$ cat src/rtl/fetch_pkg.sv
// Shared fetch-stage definitions: reset vector, exception codes and FSM state encoding.
package fetch_pkg;

    localparam logic [31:0] RESET_PC_DEFAULT = 32'hBFC00000;

    localparam logic [4:0] EXC_NONE = 5'h00;
    localparam logic [4:0] EXC_ADEL = 5'h04;

    typedef enum logic {
        S_REQ,
        S_WAIT
    } fetch_state_t;

    function automatic logic addr_misaligned(input logic [31:0] addr);
        return addr[1:0] != 2'b00;
    endfunction

endpackage

$ cat src/rtl/fetch_stage_redirect_buf.sv
// One-entry redirect buffer: the pending taken branch and the exception target
// waiting for a cancelled slot to drain.
module fetch_redirect_buf (
    input  logic        clk,
    input  logic        reset,
    input  logic        br_valid,
    input  logic [31:0] br_target,
    input  logic        br_arm,
    input  logic        exc_capture,
    input  logic [31:0] exc_target,
    input  logic        accept,
    input  logic        clear_branch,
    output logic        br_pending,
    output logic        br_armed,
    output logic [31:0] br_target_q,
    output logic        exc_pending,
    output logic [31:0] exc_target_q
);

    // A branch is armed once its own slot has been accepted; the next accept
    // (the delay slot) consumes it. A newer branch simply overwrites the entry.
    always_ff @(posedge clk or posedge reset) begin
        if (reset) begin
            br_pending  <= 1'b0;
            br_armed    <= 1'b0;
            br_target_q <= 32'h0;
        end else if (clear_branch) begin
            br_pending <= 1'b0;
            br_armed   <= 1'b0;
        end else if (br_valid) begin
            br_pending  <= 1'b1;
            br_armed    <= br_arm;
            br_target_q <= br_target;
        end else if (accept && br_pending) begin
            if (br_armed) begin
                br_pending <= 1'b0;
                br_armed   <= 1'b0;
            end else begin
                br_armed <= 1'b1;
            end
        end
    end

    always_ff @(posedge clk or posedge reset) begin
        if (reset) begin
            exc_pending  <= 1'b0;
            exc_target_q <= 32'h0;
        end else if (exc_capture) begin
            exc_pending  <= 1'b1;
            exc_target_q <= exc_target;
        end else if (accept) begin
            exc_pending <= 1'b0;
        end
    end

endmodule

$ cat src/rtl/fetch_stage.sv
// Instruction fetch stage: one outstanding request, delay-slot aware branch
// redirect, exception flush with slot cancellation and AdEL detection.
module fetch_stage
    import fetch_pkg::*;
#(
    parameter logic [31:0] RESET_PC = RESET_PC_DEFAULT
) (
    input  logic        clk,
    input  logic        reset,
    output logic        inst_req,
    output logic [31:0] inst_addr,
    input  logic        inst_addr_ok,
    input  logic        inst_data_ok,
    input  logic        br_valid,
    input  logic [31:0] br_target,
    input  logic        exc_redirect,
    input  logic [31:0] exc_target,
    input  logic        ready_i,
    output logic        valid_o,
    output logic [31:0] pc_o,
    output logic        cancelled_o,
    output logic        exc_o,
    output logic        exc_miss_o,
    output logic [4:0]  exccode_o
);

    fetch_state_t state;
    logic [31:0]  pc;
    logic [31:0]  accept_pc;
    logic         accept;
    logic         exc_capture;
    logic         clear_branch;
    logic         br_arm;
    logic         br_pending;
    logic         br_armed;
    logic [31:0]  br_target_q;
    logic         exc_pending;
    logic [31:0]  exc_target_q;
    logic         unused_data_ok;

    // Returned data carries no state here: only one request is ever outstanding.
    assign unused_data_ok = inst_data_ok;

    assign accept       = (state == S_WAIT) && ready_i;
    assign exc_capture  = exc_redirect && ((state == S_REQ) ? inst_addr_ok : !ready_i);
    assign clear_branch = exc_redirect || (accept && exc_pending);
    assign br_arm       = (state == S_REQ) || accept;

    assign inst_req    = (state == S_REQ) && !reset;
    assign inst_addr   = pc;
    assign pc_o        = pc;
    assign cancelled_o = exc_pending;
    assign exc_miss_o  = 1'b0;

    always_comb begin
        accept_pc = pc + 32'd4;
        if (exc_redirect) begin
            accept_pc = exc_target;
        end else if (exc_pending) begin
            accept_pc = exc_target_q;
        end else if (br_pending && br_armed) begin
            accept_pc = br_target_q;
        end
    end

    fetch_redirect_buf u_redirect_buf (
        .clk          (clk),
        .reset        (reset),
        .br_valid     (br_valid),
        .br_target    (br_target),
        .br_arm       (br_arm),
        .exc_capture  (exc_capture),
        .exc_target   (exc_target),
        .accept       (accept),
        .clear_branch (clear_branch),
        .br_pending   (br_pending),
        .br_armed     (br_armed),
        .br_target_q  (br_target_q),
        .exc_pending  (exc_pending),
        .exc_target_q (exc_target_q)
    );

    // A misaligned PC never sits in S_REQ: it goes straight to a presented AdEL slot.
    always_ff @(posedge clk or posedge reset) begin
        if (reset) begin
            state     <= S_REQ;
            pc        <= RESET_PC;
            valid_o   <= 1'b0;
            exc_o     <= 1'b0;
            exccode_o <= EXC_NONE;
        end else begin
            case (state)
                S_REQ: begin
                    if (inst_addr_ok) begin
                        state     <= S_WAIT;
                        valid_o   <= 1'b1;
                        exc_o     <= 1'b0;
                        exccode_o <= EXC_NONE;
                    end else if (exc_redirect) begin
                        pc <= exc_target;
                        if (addr_misaligned(exc_target)) begin
                            state     <= S_WAIT;
                            valid_o   <= 1'b1;
                            exc_o     <= 1'b1;
                            exccode_o <= EXC_ADEL;
                        end
                    end
                end
                S_WAIT: begin
                    if (ready_i) begin
                        pc <= accept_pc;
                        if (addr_misaligned(accept_pc)) begin
                            state     <= S_WAIT;
                            valid_o   <= 1'b1;
                            exc_o     <= 1'b1;
                            exccode_o <= EXC_ADEL;
                        end else begin
                            state     <= S_REQ;
                            valid_o   <= 1'b0;
                            exc_o     <= 1'b0;
                            exccode_o <= EXC_NONE;
                        end
                    end
                end
                default: state <= S_REQ;
            endcase
        end
    end

endmodule

$ cat config.mk
export PLATFORM = sky130hd
export DESIGN_NAME = fetch_stage
export DESIGN_NICKNAME = d
export VERILOG_FILES = /design/src/rtl/fetch_pkg.sv /design/src/rtl/fetch_stage_redirect_buf.sv /design/src/rtl/fetch_stage.sv
export SDC_FILE = /design/constraint.sdc
export NUM_CORES = 1
export LEC_CHECK = 0
export CAP_MARGIN = 10
export CORE_MARGIN = 2
export CORE_UTILIZATION = 45
export DETAILED_ROUTE_END_ITERATION = 8
export GPL_TIMING_DRIVEN = 0
export MAX_ROUTING_LAYER = met4
export PLACE_DENSITY = 0.82
export SYNTH_ARGS = -nofsm -noshare
export SYNTH_HDL_FRONTEND = slang
export SYNTH_HIERARCHICAL = 1
export SYNTH_SLANG_ARGS = --single-unit
export TNS_END_PERCENT = 5
$ cat constraint.sdc
create_clock -name clk -period 3.09 [get_ports clk]
set_input_delay 0.618 -clock clk [delete_from_list [all_inputs] [get_ports clk]]
set_output_delay 0.618 -clock clk [all_outputs]
set_load 0.01 [all_outputs]
# Yosys cells after proc, flatten, opt, wreduce, memory -nomap -nowiden
# Index checks and enable logic that the tools add are counted.
# totals
elab_cells	74
output_inout_bits	74
regBits	107
# op_classes
addsub	1
muxes	37
reduce_logical	19
bitwise	2
eq_ne	5
# op_table
op	count
$mux W32	6
$pmux W32 S2	1
$add A32 B3 Y32 const B	1
$mux W1	21
$mux W5	4
$pmux W5 S2	1
$logic_and A1 B1 Y1	6
$ne A2 B2 Y1 const B	3
$pmux W1 S2	3
$reduce_and A3 Y1	2
$reduce_bool A2 Y1	3
$reduce_bool A3 Y1	2
$reduce_and A2 Y1	2
$mux W3	1
$ne A3 B2 Y1 const B	1
$ne A3 B3 Y1 const B	1
$logic_not A1 Y1	2
$logic_or A1 B1 Y1	2
$not A1 Y1	2

# Depth between registers and ports, before layout
# Gate-level depths: netlist of the first run.
# logic_depth
ltp_word	8
depth_mapped	8

# Modules after synthesis
# Netlist of the first run, hierarchy kept.
# modules_own_cells
module	cells_each	area_each_um2	n_inst
fetch_stage	428	3144.3	1
fetch_redirect_buf	149	2677.6	1

# Worst setup path before layout of the first run
# No wires, ideal clock.
# synth_timing
kind	reg-to-reg
start	register pc[2] (netlist: inst_addr[2])
end	register pc[30] (netlist: inst_addr[30])
setup_time_ps	87
arrival_ps	2472
stages_incl_launch_ff	8
setup_slack_ps	532
synth_period_minus_slack_ps	2558
n_path_buf	1
path_cell_list	dfrtp_1 > ha_1 > nand3_2 > or4_1 > buf_2 > or3_4 > or4_1 > o211ai_1
# synth_between
elab_chain_cells	6
# synth_lines
element	line_no	source
from (decl)	fetch_stage.sv:28	logic [31:0] pc;
from (signal assigned)	fetch_stage.sv:100	pc <= exc_target;
from (signal assigned)	fetch_stage.sv:111	pc <= accept_pc;
$add A32 B3 Y32	fetch_stage.sv:56	accept_pc = pc + 32'd4;
$mux W32	fetch_stage.sv:61	end else if (br_pending && br_armed) begin
$mux W32	fetch_stage.sv:59	end else if (exc_pending) begin
$mux W32	fetch_stage.sv:57	if (exc_redirect) begin
$mux W32	fetch_stage.sv:110	if (ready_i) begin
$pmux W32 S2	fetch_stage.sv:92	case (state)
# Every way passes these cells. The select of a mux whose other input is x is not followed.
# A chain may end at the register's enable or synchronous reset.

# Worst setup path after layout of the first run
# Ends and elaborated chain as after synthesis.

==> results.yml, run 1 <==
global_routing:
  grt_overflow: 0
  global_route.usage.total: 0.2812
  wire_length_of_the_first_global_routing_pass_um: 29960
  largest_net_degree_at_the_start_of_global_routing: 68
  grt_pass1_vias: 5611
  grt_antenna_before_repair: 0
drt:
  avg_vias_per_cell: 5.987
  antenna_violating_nets_post_route: 0
  drc: 0
  dr.first_iter.drc_count: 668
  routed_wirelength_um: 18650
  drt_pass1_iterations: 5
  via_count: 5430
  post_drt_wl_per_cell_um: 20.57
final_layout:
  multiInputGateArea_um2: 2746
  antenna_cells: 0
  layout.cells.non_filler: 907
  reg_area_um2: 2564
  area_growth_pct: 32.99
  fillCellCount: 1068
  layout.nets: 802
  layout.core_utilization: 0.6135
  fraction_of_layout_cells_with_a_size_suffix_above_1: 0.2000
sta:
  fin_worst_skew_ns: 0.01212
  finalMaxSlewViolations: 0
  unrepaired_setup_endpoints_after_global_routing: "no"
  final_min_period_over_clock_period: 0.9072
  fin_hold_ws_ns: 0.5073
  final_critical_path_setup_slack_ns: 0.2869
  slew_headroom: 0.4090
  worst_margin_pin_slew_ns: 0.8865
  period_needed_ns: 2.803
  timing.fmax_ghz: 0.3567
  timing.final.setup_violations: 0
  timing.final.hold_violations: 0
floorplan:
  dieArea_um2: 13860
  area_of_the_core_region_um2: 12620
  fp.dieH_um: 117.7
  core.rowCount: 41
  die_width_um: 117.7
  initial_utilization: 0.4613
  design.portCount: 145
power_and_ir_drop:
  ir_worst_vdd_mv: 0.4598
  power_density_nw_per_um2: 698.3
  cellLeakagePower_nw: 3.163
cts:
  cts_tree: "built"
  post_cts_hold_buffer_count: 0
  cts.sink_count: 102
  tritoncts.num_buffers: 9
  clock_tree.root_cell: "sky130_fd_sc_hd__clkbuf_16"
  cts_post_setup_buffers_inserted: 0
  number_of_h_tree_branching_levels: 3
  clk_pin_slew_worst_paths_ns: 0.07
  post_cts.resized_instances: 0
  worstSkewPairLatency_ns: 0.35
  clockBufferDepth: 2
place:
  port-buffer-count: 138
  gpl.final_weighted_congestion: 0.9171
  preCtsSetupSlack_ns: 0.01418
  numPlacedInstances: 891
  hpwl_um: 13360
yosys:
  synth_top_cells_by_area: "sky130_fd_sc_hd__dfrtp_1 (40%), sky130_fd_sc_hd__mux2_4 (7.7%), sky130_fd_sc_hd__mux2_2 (6.6%), sky130_fd_sc_hd__buf_4 (4.9%), sky130_fd_sc_hd__dfstp_2 (4.1%)"
  ys_async_sr_fraction: 1.000
  yosysTopAreaCellShare: 0.3997
  ys_seq_elements: 102
  post_synth_instance_area_um2: 5822
  synth_common_cells: "sky130_fd_sc_hd__dfrtp_1 (93), sky130_fd_sc_hd__nand2_1 (45), sky130_fd_sc_hd__nor2_1 (39), sky130_fd_sc_hd__buf_4 (38), sky130_fd_sc_hd__mux2_2 (34)"
  synth_enable_flop_cells: 0
  share_of_synthesized_area_occupied_by_flip_flops_and_latches: 0.4404
  post_synth.cell_area_avg_um2: 10.09
  yosys.area.top_type: "sky130_fd_sc_hd__dfrtp_1"
  ys_types: 63
  ys.flop_type: "sky130_fd_sc_hd__dfrtp_1"
  yosysWarnings: 6
  synthCells: 577
  yosysMostFrequentCell: "sky130_fd_sc_hd__dfrtp_1"
setup_path:
  worst-path-max-fanout: 8
  rr_startpoint: "inst_addr[2]"
  r2r_cells: 7
  cp_class: "flip-flop to flip-flop"
  required_ns: 3.36
  worst_ep_arrival_time_ns: 3.07
  critPathLaunch: "inst_addr[2]"
  startpoint_type: "flip-flop"
  endpoint_kind: "flip-flop"
hold_path:
  min_from: "u_redirect_buf/exc_target_q[1]"
  hold_path_depth: 1
  hold_class: "flip-flop to flip-flop"
job:
  max-cap-violations: 0
outcome:
  status: "finished, final reports clean"
[kinds of logic after synthesis]
group | Yosys count | synth area share
AOI/OAI and AO/OA | 144 | 0.1629
xor gates and xnor gates | 6 | 0.009026
adders and majority gates | 1 | 0.002149
buffers and inverters | 85 | 0.09048
DFF | 102 | 0.4404
muxes | 66 | 0.1466
other | 1 | 0.0006441
and+or+nand+nor | 172 | 0.1479
[state kept, by name, indices dropped and copies added (netlist names)]
| register | count |
|---|---|
| exccode_o | 1 |
| inst_addr | 32 |
| state | 1 |
| u_redirect_buf/br_armed | 1 |
| u_redirect_buf/br_pending | 1 |
| u_redirect_buf/br_target_q | 32 |
| u_redirect_buf/exc_pending | 1 |
| u_redirect_buf/exc_target_q | 32 |
| valid_o | 1 |
[report_power, final]
part | leakage [nW] | total, mW | internal [mW] | switching (mW)
clock | 0.151 | 1.15 | 0.656 | 0.496
sequential | 1.18 | 2.12 | 1.70 | 0.413
combinational | 1.83 | 2.14 | 1.21 | 0.926
[final timing paths]
path / endpoint / slack (ns)
worst min register to register: u_redirect_buf/exc_target_q[1] / 0.51
worst max-delay path: inst_addr[30] / 0.29
worst max register to register: inst_addr[30] / 0.29
max in group asynchronous: u_redirect_buf/br_target_q[14] / 1.62
worst min-delay path: u_redirect_buf/exc_target_q[1] / 0.51
min in group asynchronous: inst_addr[21] / 0.88
[worst max-delay path: stages (launching register included)]
cell and delay, ns:
sky130_fd_sc_hd__dfrtp_1 0.49, sky130_fd_sc_hd__ha_1 0.26, sky130_fd_sc_hd__nand3_2 0.19, sky130_fd_sc_hd__or4_1 0.56
sky130_fd_sc_hd__buf_2 0.19, sky130_fd_sc_hd__or3_4 0.43, sky130_fd_sc_hd__or4_1 0.51, sky130_fd_sc_hd__o211ai_1 0.09
[through the flow]
step / total power [mW] / setup TNS [ns] / area [µm²]
after global placement: 4.150 / -36.64 / 7433
after global routing: 5.659 / 0 / 7742
after detailed placement: 4.238 / 0 / 7436
final: 5.406 / 0 / 7742
after floorplan: 3.201 / 0 / 5837
after CTS: 5.388 / 0 / 7742
[per-layer routing]
metal	global-route usage	wire, µm	vias up
met5	-	0	-
met4	0.1069	637	0
met3	0.06298	1696	65
met2	0.4459	8781	331
met1	0.3529	7538	2641
li1	-	-	2393
[final cells by class]
type / count / share of cell area
Clock buffer: 14 / 0.03798
Sequential cell: 102 / 0.3311
Clock inverter: 2 / 0.001616
Multi-Input combinational cell: 394 / 0.3547
Tap cell: 172 / 0.02780
Buffer: 73 / 0.06222
Inverter: 12 / 0.006141
Timing Repair Buffer: 138 / 0.1784
[cell usage in the layout (no fill, tap or decap), types with 9 or more instances in the layout]
cell type,instances
sky130_fd_sc_hd__nor4_1,11
sky130_fd_sc_hd__mux2_4,30
sky130_fd_sc_hd__dfstp_2,9
sky130_fd_sc_hd__a21oi_1,27
sky130_fd_sc_hd__nor3_1,20
sky130_fd_sc_hd__nand2_1,45
sky130_fd_sc_hd__mux2_2,34
sky130_fd_sc_hd__clkbuf_1,22
sky130_fd_sc_hd__o21ai_0,31
sky130_fd_sc_hd__clkbuf_16,9
sky130_fd_sc_hd__o22ai_1,9
sky130_fd_sc_hd__dfrtp_1,93
sky130_fd_sc_hd__nand3_1,21
sky130_fd_sc_hd__a31oi_1,18
sky130_fd_sc_hd__buf_4,38
sky130_fd_sc_hd__nor2_1,39
sky130_fd_sc_hd__clkdlybuf4s50_1,138
sky130_fd_sc_hd__inv_1,10
Note: power is estimated with default switching activity, not from simulation.
==> run 2, diff against run 1 <==
--- a/config.mk
+++ b/config.mk
@@ -8,6 +8,7 @@
 export CAP_MARGIN = 10
 export CORE_MARGIN = 2
 export CORE_UTILIZATION = 45
+export CTS_BUF_LIST = sky130_fd_sc_hd__clkbuf_8 sky130_fd_sc_hd__clkbuf_16
 export DETAILED_ROUTE_END_ITERATION = 8
 export GPL_TIMING_DRIVEN = 0
 export MAX_ROUTING_LAYER = met4
==> results of run 2 <==
The final DEF is identical to that of run 1; final timing and power are the same.
